### src/rtl/radix4_pp_accumulator.sv
// radix4_pp_accumulator
//
// Downstream stage of a radix-4 multiplier. It takes one signed partial
// product per radix-4 digit, least-significant digit first. Each partial
// product is sign-extended to the product width, shifted left by two bits
// per digit position, and added into a wrap-around accumulator. The
// finished product is held on a valid/ready interface until the consumer
// takes it.
//
// Ports:
//   clk_i        clock; all state changes on the rising edge
//   rst_i        synchronous active-high reset; aborts any operation
//   start_i      begin a new multiplication (pulse or level)
//   busy_o       high whenever the block is not idle
//   digit_idx_o  index of the digit whose partial product is expected next
//   pp_valid_i   partial product on pp_i is valid
//   pp_ready_o   block accepts pp_i this cycle
//   pp_i         signed (two's complement) partial product
//   res_valid_o  product on res_o is valid
//   res_ready_i  consumer accepts res_o
//   res_o        signed product, modulo 2^OUT_W
//
// Every output is either a register or a decode of the state register, so
// there is no combinational path from any input to any output.
module radix4_pp_accumulator #(
  parameter int PP_W    = 10,
  parameter int NUM_DIG = 4,
  parameter int OUT_W   = 16   // must equal PP_W + 2*(NUM_DIG-1)
) (
  input  logic                       clk_i,
  input  logic                       rst_i,
  input  logic                       start_i,
  output logic                       busy_o,
  output logic [$clog2(NUM_DIG)-1:0] digit_idx_o,
  input  logic                       pp_valid_i,
  output logic                       pp_ready_o,
  input  logic [PP_W-1:0]            pp_i,
  output logic                       res_valid_o,
  input  logic                       res_ready_i,
  output logic [OUT_W-1:0]           res_o
);

  localparam int IDX_W = $clog2(NUM_DIG);
  localparam logic [IDX_W-1:0] LAST_IDX = IDX_W'(NUM_DIG - 1);

  typedef enum logic [1:0] {
    IDLE,
    ACCUM,
    HOLD
  } state_t;

  state_t            state;
  state_t            state_next;
  logic [OUT_W-1:0]  acc;
  logic [IDX_W-1:0]  cnt;
  logic [OUT_W-1:0]  res;

  logic              transfer;
  logic              last_digit;
  logic [OUT_W-1:0]  pp_ext;
  logic [IDX_W:0]    shift_amt;
  logic [OUT_W-1:0]  sum;

  // Handshake and alignment. Each digit is worth a factor of 4, so the
  // sign-extended partial product moves left by 2*cnt bits. The addition
  // deliberately wraps at OUT_W bits.
  always_comb begin
    transfer   = pp_valid_i && (state == ACCUM);
    last_digit = (cnt == LAST_IDX);
    pp_ext     = {{(OUT_W - PP_W){pp_i[PP_W-1]}}, pp_i};
    shift_amt  = {cnt, 1'b0};
    sum        = acc + (pp_ext << shift_amt);
  end

  // State register.
  always_ff @(posedge clk_i) begin
    if (rst_i) begin
      state <= IDLE;
    end else begin
      state <= state_next;
    end
  end

  // Next-state logic. A start in ACCUM is ignored, and a start in HOLD only
  // counts when it arrives together with the result handshake.
  always_comb begin
    state_next = state;
    case (state)
      IDLE: begin
        if (start_i) begin
          state_next = ACCUM;
        end
      end
      ACCUM: begin
        if (transfer && last_digit) begin
          state_next = HOLD;
        end
      end
      HOLD: begin
        if (res_ready_i) begin
          state_next = start_i ? ACCUM : IDLE;
        end
      end
      default: state_next = IDLE;
    endcase
  end

  // Datapath: accumulator, digit counter and result register. The result
  // register is loaded only when the last digit completes, so it stays
  // stable during HOLD and keeps its value after the handshake.
  always_ff @(posedge clk_i) begin
    if (rst_i) begin
      acc <= '0;
      cnt <= '0;
      res <= '0;
    end else begin
      case (state)
        IDLE: begin
          if (start_i) begin
            acc <= '0;
            cnt <= '0;
          end
        end
        ACCUM: begin
          if (transfer) begin
            acc <= sum;
            if (last_digit) begin
              res <= sum;
              cnt <= '0;
            end else begin
              cnt <= cnt + IDX_W'(1);
            end
          end
        end
        HOLD: begin
          if (res_ready_i && start_i) begin
            acc <= '0;
            cnt <= '0;
          end
        end
        default: begin
          acc <= '0;
          cnt <= '0;
        end
      endcase
    end
  end

  // Output decode from state and registered values only.
  always_comb begin
    busy_o      = (state != IDLE);
    pp_ready_o  = (state == ACCUM);
    res_valid_o = (state == HOLD);
    digit_idx_o = (state == ACCUM) ? cnt : '0;
    res_o       = res;
  end

endmodule
### config.mk
export PLATFORM = sky130hd
export DESIGN_NAME = radix4_pp_accumulator
export DESIGN_NICKNAME = d
export VERILOG_FILES = /design/src/rtl/radix4_pp_accumulator.sv
export SDC_FILE = /design/constraint.sdc
export NUM_CORES = 1
export LEC_CHECK = 0
export ABC_AREA = 1
export BUFFER_PORTS_ARGS = -buffer_cell sky130_fd_sc_hd__buf_2
export CAP_MARGIN = 5
export CORE_MARGIN = 8
export CORE_UTILIZATION = 35
export CTS_BUF_LIST = sky130_fd_sc_hd__clkbuf_2
export DETAILED_ROUTE_END_ITERATION = 10
export HOLD_SLACK_MARGIN = 0.02
export PLACE_DENSITY_LB_ADDON = 0.25
export SLEW_MARGIN = 20
export SYNTH_ARGS = -nofsm -noshare
export SYNTH_HDL_FRONTEND = slang
export SYNTH_SLANG_ARGS = --single-unit
### constraint.sdc
create_clock -name clk_i -period 2.54 [get_ports clk_i]
set_input_delay 0.127 -clock clk_i [delete_from_list [all_inputs] [get_ports clk_i]]
set_output_delay 0.127 -clock clk_i [all_outputs]
set_load 0.02 [all_outputs]
==> results of run 1 <==
-- cell usage after synthesis, drive strengths merged --
master  count  area (µm²)
nand2     132         503
or2         2        12.5
xnor2       2        17.5
dfxtp      36         721
nand3      18        90.1
fa          1        20.0
nor2       50         211
o21ai      20         100
xor2        6        52.6
inv        59         221
clkinv      1        5.00
clkbuf      4        15.0
a21oi      30         150
nor3        7        35.0
mux2i       9        90.1
ha         16         200
buf         8        56.3
a22oi       1        7.51
o221ai      1        26.3
-- flip-flops by register name, summed over array words and instances, names as in the netlist --
register and cells:
acc 16, cnt 2, res_o 16, state 2
-- kinds of logic (layout without fill, tap and decap cells) --
logic type / after synthesis / in the layout / synth area share
compound gates: 52 / 52 / 0.112
buf+inv: 72 / 108 / 0.117
xor+xnor: 8 / 8 / 0.0276
fa+ha+maj: 17 / 17 / 0.0869
simple gates: 209 / 209 / 0.336
flops: 36 / 36 / 0.284
mux: 9 / 9 / 0.0355
-- path summary, 6_finish.rpt --
path	from	endpoint	slack (ns)
worst min-delay path	start_i	state[0]	0.07
worst max-delay path	cnt[0]	acc[13]	0.24
worst max register to register	cnt[0]	acc[13]	0.24
worst min register to register	res_o[2]	res_o[2]	0.48
-- per-stage QoR --
| step | total power, mW | util | cell area, µm² | setup slack, ns | hold slack [ns] |
|---|---|---|---|---|---|
| 5_1_grt | 1.39 | 0.402 | 2870 | 0.0149 | 0.0641 |
| 6_report | 1.30 | 0.402 | 2870 | 0.240 | 0.0704 |
| 3_3_place_gp | 0.928 | 0.389 | 2780 | 0.0289 | 0.453 |
| 2_1_floorplan | 0.848 | - | 2530 | 0.411 | 0.340 |
| 4_1_cts | 1.31 | 0.400 | 2850 | 0.0959 | 0.0583 |
| 3_5_place_dp | 0.931 | 0.389 | 2780 | 0.00870 | 0.457 |
-- metal layers --
metal	routed length (µm)	vias to the layer above	global-route usage
li1	-	1334	-
met3	194	14	0.0276
met1	2890	1090	0.147
met4	151	0	0.0504
met2	3130	40	0.235
met5	0	-	0
-- cell type report --
| type | count | area share |
|---|---|---|
| clock buffer | 6 | 0.0105 |
| clock inverter | 2 | 0.0122 |
| inverter | 60 | 0.0789 |
| multi-input combinational | 295 | 0.529 |
| sequential | 36 | 0.253 |
| tap | 99 | 0.0432 |
| timing repair buffer | 40 | 0.0741 |
-- critical path: cells and delay by family, from the launching register on --
| family | cells | cell delay [ns] |
|---|---|---|
| compound gates | 3 | 0.43 |
| fa+ha+maj | 1 | 0.37 |
| buf+inv | 1 | 0.07 |
| flops | 1 | 0.46 |
| mux | 1 | 0.28 |
| simple gates | 6 | 0.60 |
-- where the power goes --
part | leakage (nW) | total (mW) | internal (mW) | switching [mW]
Combinational | 1.29 | 0.332 | 0.117 | 0.214
Clock | 0.0430 | 0.376 | 0.169 | 0.206
Sequential | 0.292 | 0.592 | 0.580 | 0.0125
Total | 1.62 | 1.30 | 0.866 | 0.433
-- repair_timing --
item | in CTS | in global routing
hold buffers | 1 | 0
resized for setup | 1 | 2
pin swaps | 0 | 0
buffers inserted | 0 | 2
endpoints found under the hold margin | 2 | 0
setup endpoints to repair | 6 | 7
==> flow_summary.ini, run 1 <==
[run_status]
status = complete, no violations

[timing]
fmax_mhz = 435
finalSetupViolations = 0
setup-tns-final_ns = 0
min_period_over_period = 0.905
final_hold_viol_count = 0
layout_min_cycle_time_ns = 2.30
worst-slew-pin-transition_ns = 0.636
slew_headroom = 0.576
slew_violations = 0
worst_clock_skew_ns = 0.0281
grt_setup_unrepaired = false

[cts]
cts.htree.levels = 2
cts.sink_count = 36
cts_tree = yes
clock-root-buffer = sky130_fd_sc_hd__clkbuf_2
clkTransAtPathRegs_ns = 0.21
cts_buf_count = 5
cts-root-to-sink-buffers = 2
clkLatencyLatePin_ns = 0.41

[worst_setup_path]
critical-path-slowest-cell = sky130_fd_sc_hd__dfxtp_4
timing.critical_path.required_ns = 2.87
timing.critical_path.from_type = flip-flop
worst_setup_path_end_kind = flip-flop
timing.critical_path.cells = mux2i_1, o21ai_0, ha_1, nand2_1, inv_1, nand2_1, nand2_1, a21oi_1, nand2_1, nand2_1, nand3_1, a21oi_1
timing.critical_path.arrival_ns = 2.63
max_stage_delay_ns = 0.46
crit_fanout = 8
worstSetupPathType = reg2reg
critical-path-top-cell-by-count = sky130_fd_sc_hd__nand2_1
r2r.worst_path.cells = 12

[routing]
detailedRoute.firstPassIterationCount = 4
route.detailed.drc = 0
drt_iter0_drc = 118
routed_wire_length_per_instance_um = 11.8
wl_um = 6370
antenna_violating_nets_post_route = 0
vias_per_cell = 4.61
num_vias = 2478

[floorplan]
die_area_mm2 = 0.0102
initial_utilization = 0.355
core_mm2 = 0.00714
fp.dieW_um = 101
die_height_um = 101
std_cell_rows = 31
io_pins = 36

[synthesis]
post_synth_num_cell_types = 26
yosysWarningCount = 0
synth_sequential_area_ratio = 0.284
syn_avg_cell_area_um2 = 6.29
synth.ff_latch_count = 36
syn_inst = 403
synth.cell_area_mm2 = 0.00253
syn_nets = 435

[placed_design]
io_buffer_count = 35
place_congestion = 0.881
dp.final_hpwl_um = 4970
place.detailed.instances = 527

[finish]
insertedDiodeCount = 0
flip_flop_and_latch_area_um2 = 724
flow.area_growth_from_synthesis_pct = 13.2
fillCellCount = 826
post_route_cells_drive_above_1_share = 0.130
final_nets = 470
commonest_non_fill_non_tap_cells_in_the_layout = sky130_fd_sc_hd__nand2_1 (131), sky130_fd_sc_hd__inv_1 (57), sky130_fd_sc_hd__nor2_1 (48), sky130_fd_sc_hd__dfxtp_1 (35), sky130_fd_sc_hd__buf_2 (35)
area_of_the_multi_input_gates_mm2 = 0.00152
final_cells = 538
layout.cells.most_common = sky130_fd_sc_hd__nand2_1

[global_route]
pin_count_of_the_biggest_net_entering_global_routing = 35
global_route_usage_over_all_layers = 0.131
antenna_violations_before_repair = 0
first_global_vias = 2342
first_pass_grt_wire_length_um = 10700
globalRouteOverflowTotal = 0

[flow_run]
max_cap_viol_count = 0

[min_path]
holdCritPathClass = in2reg
min_delay_path_depth = 3

[power_and_ir_drop]
leakagePower_nw = 1.62
power_density_mw_per_mm2 = 453
ir_worst_vdd_uv = 229
Note: power is estimated with default switching activity, not from simulation.
==> run 2, diff against run 1 <==
CTS_BUF_LIST = sky130_fd_sc_hd__clkbuf_8   (was sky130_fd_sc_hd__clkbuf_2)
==> run 2 against run 1 <==
Combinational power down 3%. Critical endpoint unchanged. Register-to-register slack about the same. Worst hold slack improved by 0.088 ns. Highest routed layer unchanged. Setup slack better by 0.011 ns. Largest cell class unchanged. First-iteration DRC count increased by 30%. Core utilization grew 0.28 points.
==> flow_summary.ini, run 2 (synthesis results as in run 1) <==
[finish]
fillCellCount = 828
post_route_cells_drive_above_1_share = 0.124
flow.area_growth_from_synthesis_pct = 14.0
final_nets = 467
insertedDiodeCount = 0
commonest_non_fill_non_tap_cells_in_the_layout = sky130_fd_sc_hd__nand2_1 (131), sky130_fd_sc_hd__inv_1 (58), sky130_fd_sc_hd__nor2_1 (48), sky130_fd_sc_hd__dfxtp_1 (35), sky130_fd_sc_hd__buf_2 (35)
layout.cells.most_common = sky130_fd_sc_hd__nand2_1

[min_path]
holdCritPathClass = in2reg
min_delay_path_depth = 4
hp_start = res_ready_i
worst_hold_path.endpoint = state[1]

[floorplan]
core_mm2 = 0.00714
initial_utilization = 0.355
die_height_um = 101
std_cell_rows = 31
die_area_mm2 = 0.0102
fp.dieW_um = 101
io_pins = 36

[cts]
cts.htree.levels = 2
clock-root-buffer = sky130_fd_sc_hd__clkbuf_8
cts_setup_buffers = 0
clkTransAtPathRegs_ns = 0.08
cts.sink_count = 36
cts_tree = yes
cts-root-to-sink-buffers = 2
cts_buf_count = 5
clkLatencyLatePin_ns = 0.29

[routing]
drt_iter0_drc = 153
route.detailed.drc = 0
routed_wire_length_per_instance_um = 11.8
vias_per_cell = 4.57
detailedRoute.firstPassIterationCount = 5
wl_um = 6330
num_vias = 2445
antenna_violating_nets_post_route = 0

[global_route]
global_route_usage_over_all_layers = 0.131
first_pass_grt_wire_length_um = 10600
pin_count_of_the_biggest_net_entering_global_routing = 35
antenna_violations_before_repair = 0
globalRouteOverflowTotal = 0
first_global_vias = 2332

[placed_design]
place_congestion = 0.881
dp.final_hpwl_um = 4970
io_buffer_count = 35

[timing]
slew_headroom = 0.562
worst_clock_skew_ns = 0.00569
worst-slew-pin-transition_ns = 0.657
fmax_mhz = 437
finalSetupViolations = 0
final_hold_viol_count = 0
slew_violations = 0
min_period_over_period = 0.901
setup-tns-final_ns = 0
layout_min_cycle_time_ns = 2.29
grt_setup_unrepaired = false

[power_and_ir_drop]
total_power_mw = 1.42
ir_worst_vdd_uv = 269
leakagePower_nw = 1.63
power_density_mw_per_mm2 = 490

[flow_run]
max_cap_viol_count = 0

[worst_setup_path]
timing.critical_path.from_type = flip-flop
timing.critical_path.cells = mux2i_1, o21ai_0, ha_1, nand2_1, inv_1, nand2_1, nand2_1, a21oi_1, nand3_1, nand3_1, a21oi_1
timing.critical_path.arrival_ns = 2.44
max_stage_delay_ns = 0.45
worstSetupPathType = reg2reg
worstReg2RegEnd = acc[13]
timing.critical_path.required_ns = 2.69
regToRegStartpoint = cnt[0]
critical-path-slowest-cell = sky130_fd_sc_hd__dfxtp_4
r2r.worst_path.cells = 11
worst_setup_path_end_kind = flip-flop
ff2ff_setup_slack_ns = 0.25
crit_fanout = 14
critical-path-top-cell-by-count = sky130_fd_sc_hd__nand2_1

[run_status]
status = complete, no violations
-- run 2: cell types whose count changed in the layout (fill, tap and decap cells not counted), sizes merged --
cell / before / now
clkbuf: 7 / 5
dlygate4sd3: 1 / 0
buf: 38 / 37
inv: 59 / 60
-- run 2: power breakdown --
part	internal, mW	total, mW	switching (mW)
Combinational	0.113	0.323	0.210
Sequential	0.578	0.593	0.0149
Clock	0.287	0.499	0.212
-- run 2: critical path, delay by kind of cell (launching register included) --
| family | cells | cell delay [ns] |
|---|---|---|
| compound gates | 3 | 0.36 |
| fa+ha+maj | 1 | 0.37 |
| buf+inv | 1 | 0.07 |
| flops | 1 | 0.45 |
| mux | 1 | 0.30 |
| simple gates | 5 | 0.59 |
-- run 2: worst max-delay path by stage --
stage | from | end | slack, ns | depth (start not counted)
after global routing | cnt[0] | res_o[15] | 0.002 | 17
final | cnt[0] | acc[13] | 0.25 | 11
after detailed placement | cnt[0] | acc[14] | 0.009 | 12
after CTS | cnt[0] | acc[14] | 0.16 | 13
after global placement | cnt[0] | acc[14] | 0.03 | 12
after floorplan | cnt[0] | res_o[10] | 0.41 | 13
-- run 2: layout make-up --
cell class / instances / area (µm²) / area share
tap: 99 / 124 / 0.0429
multi-input combinational: 295 / 1520 / 0.525
timing repair buffer: 37 / 190 / 0.0658
clock inverter: 3 / 38.8 / 0.0134
inverter: 60 / 226 / 0.0784
clock buffer: 5 / 68.8 / 0.0238
sequential: 36 / 724 / 0.251
-- run 2: routing by layer --
layer  up-vias  part of all wire  GRT usage  wire (µm)
met5         -                 0          0          0
met2        35              0.50      0.235       3150
li1       1323                 -          -          -
met4         0             0.018     0.0504        112
met1      1076              0.45      0.147       2880
met3        11             0.030     0.0276        192
-- run 2: repair_timing --
action                     in CTS  in global routing
hold buffers                    0                  0
resized for setup               1                  1
setup endpoints to repair       2                  7
-- run 2: per-stage QoR --
step	worst slack [ns]	utilization	cell area, µm²	hold WS [ns]	std cells
after global placement	0.0289	0.389	2780	0.453	527
after detailed placement	0.00870	0.389	2780	0.457	527
after floorplan	0.411	-	2530	0.340	403
after CTS	0.156	0.404	2890	0.147	535
final	0.251	0.405	2890	0.158	535
after global routing	0.00180	0.405	2890	0.178	535
